===== src/rtl/pwm_ramp_controller.sv =====
// Soft-start/soft-stop sequencer for the 8-bit PWM generator: slews PWM_ontime toward a
// handshaked target by STEP, only on period_tick. Define PWM_RAMP_LIMIT_EN to clamp targets to MAX_DUTY.
module pwm_ramp_controller #(
  parameter int WIDTH    = 8,
  parameter int PERIOD   = 256,
  parameter int STEP     = 4,
  parameter int DWELL    = 1,
  parameter int MAX_DUTY = 240
) (
  input  logic             clk,
  input  logic             reset,
  input  logic             enable,
  input  logic             tgt_valid,
  input  logic [WIDTH-1:0] tgt_duty,
  output logic             tgt_ready,
  output logic [WIDTH-1:0] PWM_ontime,
  output logic             period_tick,
  output logic             busy,
  output logic             at_target
`ifdef PWM_RAMP_LIMIT_EN
  ,
  output logic             clamped
`endif
);

  localparam int CW = (PERIOD > 1) ? $clog2(PERIOD) : 1;
  localparam int DW = (DWELL > 1) ? $clog2(DWELL) : 1;
`ifdef PWM_RAMP_LIMIT_EN
  localparam bit LIMIT_EN = 1'b1;
`else
  localparam bit LIMIT_EN = 1'b0;
`endif
  // Without the limit feature the ceiling is full scale, so no target is ever altered.
  localparam int CEIL = LIMIT_EN ? MAX_DUTY : (2**WIDTH) - 1;
  localparam logic [WIDTH:0] STEP_X = (WIDTH+1)'(STEP);
  localparam logic [WIDTH:0] CEIL_X = (WIDTH+1)'(CEIL);

  typedef enum logic [1:0] {OFF, RAMP, HOLD, STOP} state_e;

  state_e           state_q, state_d;
  logic [CW-1:0]    cnt_q, cnt_d;
  logic [DW-1:0]    dwell_q, dwell_d;
  logic [WIDTH-1:0] ontime_q, ontime_d;
  logic [WIDTH-1:0] tgt_q, tgt_d;
  logic [WIDTH-1:0] goal, tgt_in, stepped;
  logic [WIDTH:0]   ont_x, goal_x, up_x, dn_lim_x;
  logic             update, xfer, over;

  assign period_tick = (cnt_q == CW'(PERIOD - 1));
  assign update      = period_tick && (dwell_q == DW'(DWELL - 1));
  assign cnt_d       = period_tick ? '0 : cnt_q + CW'(1);
  assign dwell_d     = update ? '0 : (period_tick ? dwell_q + DW'(1) : dwell_q);

  assign tgt_ready = reset && (state_q != STOP);
  assign xfer      = tgt_valid && tgt_ready;
  assign over      = ({1'b0, tgt_duty} > CEIL_X);
  assign tgt_in    = over ? CEIL_X[WIDTH-1:0] : tgt_duty;
  assign tgt_d     = xfer ? tgt_in : tgt_q;
  assign goal      = (state_q == RAMP || state_q == HOLD) ? tgt_q : '0;

  // Step math one bit wider than the duty so neither direction can wrap past the goal.
  assign ont_x    = {1'b0, ontime_q};
  assign goal_x   = {1'b0, goal};
  assign up_x     = ont_x + STEP_X;
  assign dn_lim_x = goal_x + STEP_X;

  always_comb begin
    stepped = ontime_q;
    if (ont_x < goal_x)
      stepped = (up_x > goal_x) ? goal : up_x[WIDTH-1:0];
    else if (ont_x > goal_x)
      stepped = (ont_x < dn_lim_x) ? goal : ontime_q - STEP_X[WIDTH-1:0];
  end

  always_comb begin
    state_d  = state_q;
    ontime_d = ontime_q;
    if (update && (state_q == RAMP || state_q == STOP))
      ontime_d = stepped;
    case (state_q)
      OFF: begin
        if (enable) state_d = (tgt_d == '0) ? HOLD : RAMP;
      end
      RAMP: begin
        // Compare against tgt_d: a target landing on the update edge must keep us ramping.
        if (!enable)                          state_d = STOP;
        else if (update && ontime_d == tgt_d) state_d = HOLD;
      end
      HOLD: begin
        if (!enable)                        state_d = STOP;
        else if (xfer && tgt_d != ontime_q) state_d = RAMP;
      end
      STOP: begin
        if (enable)               state_d = RAMP;
        else if (ontime_d == '0)  state_d = OFF;
      end
      default: state_d = OFF;
    endcase
  end

  always_ff @(posedge clk or negedge reset) begin
    if (!reset) begin
      state_q  <= OFF;
      cnt_q    <= '0;
      dwell_q  <= '0;
      ontime_q <= '0;
      tgt_q    <= '0;
    end else begin
      state_q  <= state_d;
      cnt_q    <= cnt_d;
      dwell_q  <= dwell_d;
      ontime_q <= ontime_d;
      tgt_q    <= tgt_d;
    end
  end

  assign PWM_ontime = ontime_q;
  assign busy       = (state_q == RAMP || state_q == STOP) && (ontime_q != goal);
  assign at_target  = (state_q == HOLD);

`ifdef PWM_RAMP_LIMIT_EN
  logic clamped_q;

  // Every transfer rewrites the flag, so a later unclamped target clears it.
  always_ff @(posedge clk or negedge reset) begin
    if (!reset)    clamped_q <= 1'b0;
    else if (xfer) clamped_q <= over;
  end

  assign clamped = clamped_q;
`endif

endmodule


===== config.mk =====
export PLATFORM = sky130hd
export DESIGN_NAME = pwm_ramp_controller
export DESIGN_NICKNAME = d
export VERILOG_FILES = /design/src/rtl/pwm_ramp_controller.sv
export SDC_FILE = /design/constraint.sdc
export NUM_CORES = 1
export LEC_CHECK = 0
export CORE_ASPECT_RATIO = 1.25
export CORE_MARGIN = 2
export CORE_UTILIZATION = 50
export DETAILED_ROUTE_END_ITERATION = 6
export PLACE_DENSITY = 0.73
export SYNTH_ARGS = -nofsm -noshare
export SYNTH_HDL_FRONTEND = slang
export SYNTH_SLANG_ARGS = --single-unit

===== constraint.sdc =====
create_clock -name clk -period 4.07 [get_ports clk]
set_input_delay 0.6105 -clock clk [delete_from_list [all_inputs] [get_ports clk]]
set_output_delay 0.6105 -clock clk [all_outputs]
set_load 0.005 [all_outputs]

==> results.ini, run 1 <==
[floorplanning]
start_util_pct = 51.0
die_width_um = 72.4
die_h_um = 89.6
die_area_mm2 = 0.00649
ioPinCount = 24
num_rows = 31
coreArea_mm2 = 0.00574

[sta]
fin_ws_ns = 0.0228
worst_slew_pin_slew_ns = 0.720
max_freq_ghz = 0.247
hold_ws_ns = 0.499
drv_slew = 0
rsz0062_at_grt = true
post-route-period-util_pct = 99.4
post-route-min-period_ns = 4.05
maxSlewHeadroom_pct = 50.7
setup_viol = 0
hold_violations = 0
skew_ns = 0.00268

[critical_path]
crit_fanout = 4
worstSetupStartpointType = flip-flop
timing.rr.end = state_q[1]
r2r_slack_ns = 0.02
required_ns = 4.24
r2r-start = state_q[0]
r2r_cells = 18
critPathKind = flip-flop to flip-flop
cp.arrival_ns = 4.22
crit_path_end_kind = flip-flop

[clocking]
postCtsHoldBufs = 0
clockRootBuffer = clkbuf_8
clockBufferDepth = 2
cts_tree = yes
clk_latency_ns = 0.28
path_clk_slew_ns = 0.09
clkSinkCount = 27
h-tree-depth = 1
cts_buffers = 3

[routing]
via_per_inst = 6.38
drtAntennaViolNets = 0
drtIter0Drc = 252
dr.pass1.iters = 4
drc = 0
wl_per_cell_um = 20.9
wl_um = 10000
vias = 3068

[synth]
ys_ff_latch = 27
yosys_warnings = 0
ys_seq_area_share_pct = 23.1
synth_fp_nets = 388
syn_avg_cell_area_um2 = 8.44
syn_area_mm2 = 0.00293
synth_edf_count = 0
syn_inst = 347
synth_cell_types = 79
synth_flop_cell = dfrtp_1
async_flop_share_pct = 100

[global_routing]
grt_pass1_vias = 2888
grt.overflow.total = 0
grt_max_degree = 29
antenna_found_initial = 0
track_usage_pct = 30.9
grt_pass1_wl_um = 15200

[placed_design]
port-buffer-count = 23
post-place-ws_ns = -0.0244
hpwl_um = 7770
gp_congestion = 1.03

[min_path]
hp-class = flip-flop to flip-flop
hold_path_depth = 1
hold_end = cnt_q[7]
worstHoldStart = cnt_q[7]

[final_layout]
nFillCells = 501
antenna_cells = 0
layout-drive-gt1-share_pct = 26.3
syn_to_final_growth_pct = 30.9
finalNetCount = 457

[power]
p_leak_nw = 1.64
cellPowerDensity_mw_per_mm2 = 579
ir_worst_vdd_mv = 0.571

[run]
max_cap_viol_count = 0

[outcome]
status = complete, no violations

-- registers in the layout, indices dropped and copies added (netlist names) --
signal and count:
dwell_q 1, tgt_q 8, PWM_ontime 8, state_q 2
cnt_q 8
-- cell families after synthesis --
kind of cell,after synthesis,share of synthesized area (%)
AO/OA/AOI/OAI,88,23.1
buffers and inverters,35,5.30
multiplexers,13,4.83
flip-flops,27,23.1
adder cells (fa/ha/maj),29,12.4
AND/OR/NAND/NOR,133,24.7
XOR/XNOR,22,6.58
-- cell usage after synthesis (2+ instances only) --
cell | number | share of area, %
ha_1 | 29 | 12
clkbuf_1 | 4 | 0.51
nand3_1 | 24 | 4.1
and3_1 | 3 | 0.64
inv_1 | 25 | 3.2
nor2_1 | 21 | 2.7
a211oi_2 | 3 | 1.3
a31oi_1 | 3 | 0.64
nor4_2 | 2 | 0.85
a21o_1 | 4 | 1.0
a2111oi_0 | 3 | 0.90
and2_1 | 3 | 0.64
xor2_1 | 8 | 2.4
buf_6 | 2 | 0.77
o21ai_1 | 3 | 0.51
or3_1 | 5 | 1.1
nand4_1 | 4 | 0.85
a211o_1 | 3 | 0.90
o31ai_1 | 3 | 0.77
nand2_1 | 31 | 4.0
dfrtp_1 | 27 | 23
buf_4 | 2 | 0.51
o22ai_1 | 4 | 0.85
o21ai_0 | 11 | 1.9
nor3_1 | 8 | 1.4
nor4_1 | 8 | 1.7
xnor2_1 | 14 | 4.2
o211ai_1 | 5 | 1.3
and4_1 | 2 | 0.60
mux2i_1 | 10 | 3.4
nand2b_1 | 2 | 0.43
a21oi_1 | 17 | 2.9
nor2b_1 | 4 | 0.85
a211oi_1 | 3 | 0.77
mux2_4 | 2 | 1.0
a2bb2oi_1 | 2 | 0.60
-- area by class of cell --
cell class | count | area (µm²) | area share (%)
Clock buffer | 3 | 41.3 | 1.08
Clock inverter | 1 | 7.51 | 0.196
Inverter | 25 | 93.8 | 2.45
Multi-Input combinational cell | 285 | 2310 | 60.2
Sequential cell | 27 | 676 | 17.6
Tap cell | 66 | 82.6 | 2.15
Timing Repair Buffer | 74 | 624 | 16.3
-- repair_timing --
| item | CTS | global route |
|---|---|---|
| setup buffers | 2 | 10 |
| pin swaps | 1 | 25 |
| gates resized for setup | 0 | 33 |
| setup endpoints to repair | 1 | 2 |
| hold endpoints to repair | 0 | 0 |
-- through the flow --
step / std cells / power, mW / utilization (%) / setup TNS (ns) / area, µm²
floorplan: 347 / 1.30 / - / 0 / 2990
global placement: 465 / 1.78 / 61.3 / 0 / 3520
detailed placement: 465 / 1.81 / 61.3 / -0.0244 / 3520
CTS: 471 / 1.99 / 62.4 / 0 / 3580
global route: 481 / 2.36 / 66.8 / -0.0817 / 3830
finish: 481 / 2.22 / 66.8 / 0 / 3830
-- placed cells by master (no fill, tap or decap), types with 5 or more instances in the layout --
cell,netlist,routed
buf_4,2,48
nand2_1,31,29
dfrtp_1,27,27
ha_1,29,24
clkdlybuf4s50_1,0,23
inv_1,25,22
nand3_1,24,21
nor2_1,21,20
a21oi_1,17,15
xnor2_1,14,14
mux2i_1,10,9
o21ai_0,11,9
nor3_1,8,8
nor4_1,8,8
xor2_1,8,6
o21ai_1,3,5
o211ai_1,5,5
or3_1,5,5
-- layer usage --
metal,up-vias,global-route usage [%],routed length [µm]
met5,-,0,0
met3,34,1.47,336
met1,1480,37.7,4010
met2,119,57.5,5300
met4,0,11.4,395
li1,1435,-,-
-- critical path, cell delays in order (launching register included) --
cell and delay (ns):
dfrtp_1 0.41, inv_2 0.10, ha_4 0.22, and2_4 0.15
ha_4 0.16, buf_6 0.11, xor2_2 0.16, ha_1 0.34
a21oi_2 0.19, o221ai_4 0.13, o21a_2 0.25, buf_6 0.12
o311ai_2 0.06, a32oi_1 0.16, or4b_1 0.58, nand4b_1 0.17
nor4_2 0.06, o211ai_2 0.25, mux2_4 0.32
-- how the worst max path moves through the flow --
| stage | depth (start not counted) | from | slack (ns) | endpoint |
|---|---|---|---|---|
| 4_1_cts | 17 | state_q[0] | 0.02 | state_q[1] |
| 6_report | 18 | state_q[0] | 0.02 | state_q[1] |
| 3_3_place_gp | 18 | state_q[0] | 0.05 | state_q[1] |
| 3_5_place_dp | 18 | state_q[0] | -0.02 | state_q[1] |
| 5_1_grt | 19 | state_q[0] | -0.08 | state_q[1] |
| 2_1_floorplan | 20 | state_q[1] | 0.02 | state_q[1] |
-- where the power goes --
part,switching [mW],internal (mW),leakage [nW]
Clock,0.0883,0.0697,0.0217
Sequential,0.0518,0.308,0.341
Combinational,0.973,0.730,1.27
No activity file was read; power rests on OpenSTA's default activity.
==> run 2: changes to the inputs <==
Settings changed: CORE_UTILIZATION 50 to 54, DONT_BUFFER_PORTS from default to 1, PLACE_DENSITY 0.73 to 0.72.
==> results.ini, run 2 (synthesis results as in run 1) <==
[routing]
wl_per_cell_um = 20.8
drtAntennaViolNets = 0
drtIter0Drc = 298
dr.pass1.iters = 5
drc = 0
wl_um = 9340
via_per_inst = 6.73
vias = 3029

[sta]
maxSlewHeadroom_pct = 64.7
drv_slew = 0
hold_ws_ns = 0.0274
post-route-min-period_ns = 4.08
worst_slew_pin_slew_ns = 0.515
skew_ns = 0.00271
fin_setup_tns_ns = -0.00523
fin_ws_ns = -0.00523
rsz0062_at_grt = true
hold_violations = 0
max_freq_ghz = 0.245
setup_viol = 1
post-route-period-util_pct = 100

[global_routing]
grt_max_degree = 30
grt_pass1_wl_um = 14200
track_usage_pct = 29.4
grt.overflow.total = 0
antenna_found_initial = 0
grt_pass1_vias = 2880

[critical_path]
critPathKind = flip-flop to flip-flop
cp.arrival_ns = 4.23
worstSetupStartpointType = flip-flop
crit_fanout = 5
required_ns = 4.23
r2r-start = state_q[0]
crit_path_end_kind = flip-flop
crit_start = state_q[0]

[floorplanning]
coreArea_mm2 = 0.00533
start_util_pct = 54.9
die_area_mm2 = 0.00603
ioPinCount = 24
num_rows = 30
die_h_um = 86.3
die_width_um = 69.9

[final_layout]
layout-drive-gt1-share_pct = 26.7
syn_to_final_growth_pct = 21.4
utilization_pct = 66.7
finalNonFillerCells = 450
layout_common_cells = buf_4 (42), nand2_1 (29), dfrtp_1 (27), ha_1 (26), inv_1 (22)
fin_area_mm2 = 0.00355
final_common_cell = buf_4
antenna_cells = 0
finalNetCount = 428

[clocking]
clockBufferDepth = 2
clk_latency_ns = 0.26
clockRootBuffer = clkbuf_8
clkSinkCount = 27
postCtsHoldBufs = 0
h-tree-depth = 1
cts_buffers = 3
cts_tree = yes
path_clk_slew_ns = 0.09

[placed_design]
place_area_mm2 = 0.00325
port-buffer-count = 0
hpwl_um = 7230
post-place-ws_ns = -0.120
gp_congestion = 1.01
dp.cells = 435

[outcome]
status = finished, violations left
violations = negative setup slack

[min_path]
hp-class = input port to asynchronous set/reset pin

[power]
p_leak_nw = 1.55
report.power.total_mw = 2.08
ir_worst_vdd_mv = 0.461
cellPowerDensity_mw_per_mm2 = 585

[run]
max_cap_viol_count = 0

[run 2: cell types whose count changed in the layout (fill, tap and decap cells not counted), sizes merged]
cell           previous run  this run
clkinv                    0         1
clkinvlp                  1         0
buf                      51        45
clkdlybuf4s50            23         0
[run 2: layout make-up]
class                      count  area (µm²)
sequential                    27         676
tap                           64        80.1
timing repair buffer          45         349
multi-input combinational    285        2310
clock inverter                 1        5.00
inverter                      25        93.8
fill                         445        1780
clock buffer                   3        41.3
[run 2: worst paths after layout]
kind / end / slack [ns] / depth (start not counted)
worst max-delay path: state_q[1] / -0.005 / 18
worst min-delay path: tgt_q[3] / 0.03 / 0
worst max register to register: state_q[1] / -0.005 / 18
worst min register to register: cnt_q[7] / 0.49 / 1
max in group asynchronous: PWM_ontime[3] / 3.97 / 0
min in group clk: cnt_q[7] / 0.49 / 1
[run 2: power breakdown]
part	leakage, nW	total, mW	internal (mW)	switching (mW)
combinational	1.18	1.57	0.662	0.912
sequential	0.341	0.361	0.308	0.0524
clock	0.0255	0.146	0.0684	0.0778
[run 2: layer usage]
| layer | wire length, µm | part of all wire [%] | up-vias | global-route usage (%) |
|---|---|---|---|---|
| met5 | 0 | 0 | - | 0 |
| met4 | 580 | 6.2 | 0 | 15.6 |
| met3 | 558 | 6.0 | 49 | 2.79 |
| met2 | 4720 | 51 | 165 | 52.9 |
| met1 | 3480 | 37 | 1448 | 34.6 |
| li1 | - | - | 1367 | - |
[run 2: critical path, stage by stage, from the launching register on]
cell and delay [ns]:
dfrtp_1 0.40, inv_2 0.11, ha_4 0.22, and2_4 0.15
ha_4 0.17, buf_6 0.13, xor2_2 0.17, ha_1 0.33
a21oi_2 0.18, o221ai_4 0.16, o21a_2 0.27, buf_6 0.13
o311ai_2 0.07, a32oi_1 0.17, or4b_1 0.55, nand4b_1 0.13
nor4_2 0.05, o211ai_2 0.24, mux2_4 0.32
[run 2: repair_timing]
item / 4_1_cts / 5_1_grt
setup endpoints to repair: 1 / 2
resized for setup: 2 / 29
setup buffers: 2 / 9
pin swaps: 1 / 24
==> run 3: changes to the inputs <==
Settings changed: CTS_CLUSTER_DIAMETER from default to 150, PLACE_DENSITY 0.72 to 0.69, TNS_END_PERCENT from default to 50.
Clock period 4.07 ns to 4.23 ns, I/O delays scaled along.
==> results.ini, run 3 (synthesis results as in run 1) <==
[min_path]
hp-class = input port to asynchronous set/reset pin

[critical_path]
timing.rr.end = state_q[1]
r2r_slack_ns = 0.11
worstSetupStartpointType = flip-flop
crit_fanout = 6
cp_common_cell = ha_4
required_ns = 4.39
crit_path_end_kind = flip-flop
cp.arrival_ns = 4.28
critPathKind = flip-flop to flip-flop
slowest_delay_ns = 0.39
slowest_stage = dfrtp_1
path_cells = inv_2, ha_4, nand2_1, inv_2, ha_4, nand3_1, xnor2_1, nand2_1, ha_4, nand3_4, a211oi_4, o21a_2, a211oi_2, or2_1, mux2_4, nand4bb_4, o31ai_4, o211ai_2, mux2_4
r2r_cells = 19
r2r-start = state_q[0]

[floorplanning]
die_h_um = 86.3
num_rows = 30
start_util_pct = 54.9
ioPinCount = 24
die_width_um = 69.9
coreArea_mm2 = 0.00533
die_area_mm2 = 0.00603

[power]
p_switching_mw = 0.955
ir_worst_vdd_mv = 0.378
p_int_mw = 0.944
cellPowerDensity_mw_per_mm2 = 562
p_leak_nw = 1.46
report.power.total_mw = 1.90
p_clk_share_pct = 7.6
pwr-share-seq_pct = 17.8
p_sw_share_pct = 50.3
combPwrFrac_pct = 74.6

[global_routing]
grt.overflow.total = 0
grt_pass1_vias = 2807
grt_pass1_wl_um = 13700
track_usage_pct = 28.7
grt_max_degree = 30
antenna_found_initial = 0

[sta]
skew_ns = 0.00367
maxSlewHeadroom_pct = 58.4
post-route-period-util_pct = 97.3
setup_viol = 0
drv_slew = 0
hold_violations = 0
max_freq_ghz = 0.243
worst_slew_pin_slew_ns = 0.620
hold_ws_ns = 0.0511
post-route-min-period_ns = 4.12

[run]
max_cap_viol_count = 0

[routing]
vias = 2811
wl_um = 8860
wl_per_cell_um = 20.2
dr.pass1.iters = 5
drtAntennaViolNets = 0
via_per_inst = 6.40
drc = 0
drtIter0Drc = 210

[clocking]
cts_tree = yes
cts_buffers = 3
path_clk_slew_ns = 0.09
clk_latency_ns = 0.27
clockRootBuffer = clkbuf_8
clkSinkCount = 27
clockBufferDepth = 2
h-tree-depth = 1

[final_layout]
utilization_pct = 63.4
layout_common_cells = buf_4 (34), nand2_1 (31), dfrtp_1 (27), ha_1 (26), nand3_1 (23)
syn_to_final_growth_pct = 15.4
final_common_cell = buf_4
antenna_cells = 0
finalNetCount = 417
layout-drive-gt1-share_pct = 20.5
fin_area_mm2 = 0.00338

[outcome]
status = complete, no violations

[placed_design]
port-buffer-count = 0
hpwl_um = 7020
place_area_mm2 = 0.00316
gp_congestion = 1.00

==> run 3: cell count changes in the layout (fill, tap and decap cells not counted), sizes merged <==
cell,change
clkinvlp,+1
clkinv,-1
buf,-11
==> run 3: cell type report <==
type | count | area [µm²]
inverter | 25 | 93.8
clock buffer | 3 | 41.3
timing repair buffer | 34 | 255
tap | 64 | 80.1
sequential | 27 | 676
fill | 479 | 1950
clock inverter | 1 | 7.51
multi-input combinational | 285 | 2220
==> run 3: layer usage <==
metal / global-route usage (%) / share of wire [%] / vias up
li1: - / - / 1344
met1: 34.3 / 40 / 1332
met5: 0 / 0 / -
met4: 17.5 / 5.5 / 0
met2: 49.8 / 49 / 102
met3: 2.79 / 5.0 / 33
==> run 3: stage by stage <==
step	worst slack [ns]	TNS [ns]	std cells
2_1_floorplan	0.0636	0	347
3_3_place_gp	0.129	0	429
3_5_place_dp	0.0398	0	429
4_1_cts	0.0111	0	433
5_1_grt	-0.0320	-0.0320	439
6_report	0.113	0	439
==> run 3: worst max path at each step <==
stage	cells past startpoint	endpoint	slack (ns)	startpoint
after floorplan	20	state_q[1]	0.06	state_q[1]
after global placement	18	state_q[1]	0.13	state_q[0]
after detailed placement	19	state_q[1]	0.04	state_q[0]
after CTS	19	state_q[1]	0.01	state_q[0]
after global routing	19	state_q[1]	-0.03	state_q[1]
final	19	state_q[1]	0.11	state_q[0]
==> run 3: critical path: cells and delay by family, from the launching register on <==
family / cells / cell delay, ns
AO/OA/AOI/OAI: 5 / 1.03
XOR/XNOR: 1 / 0.17
multiplexers: 2 / 0.64
AND/OR/NAND/NOR: 6 / 0.87
flip-flops: 1 / 0.39
buffers and inverters: 2 / 0.17
adder cells (fa/ha/maj): 3 / 0.74
==> run 3: power groups by stage <==
stage	Clock (mW)	Combinational (mW)	Sequential [mW]
floorplan	0	0.845	0.330
global placement	0	1.21	0.340
detailed placement	0	1.21	0.341
CTS	0.148	1.22	0.336
global route	0.159	1.54	0.343
finish	0.145	1.42	0.338
==> run 3: what timing repair did <==
item / CTS / global route
endpoints found under the setup margin: 1 / 2
cloned: 0 / 0
hold buffers: 0 / 0
pin swaps: 1 / 11
setup buffers: 0 / 6
resized for setup: 0 / 20
hold endpoints to repair: 0 / 0
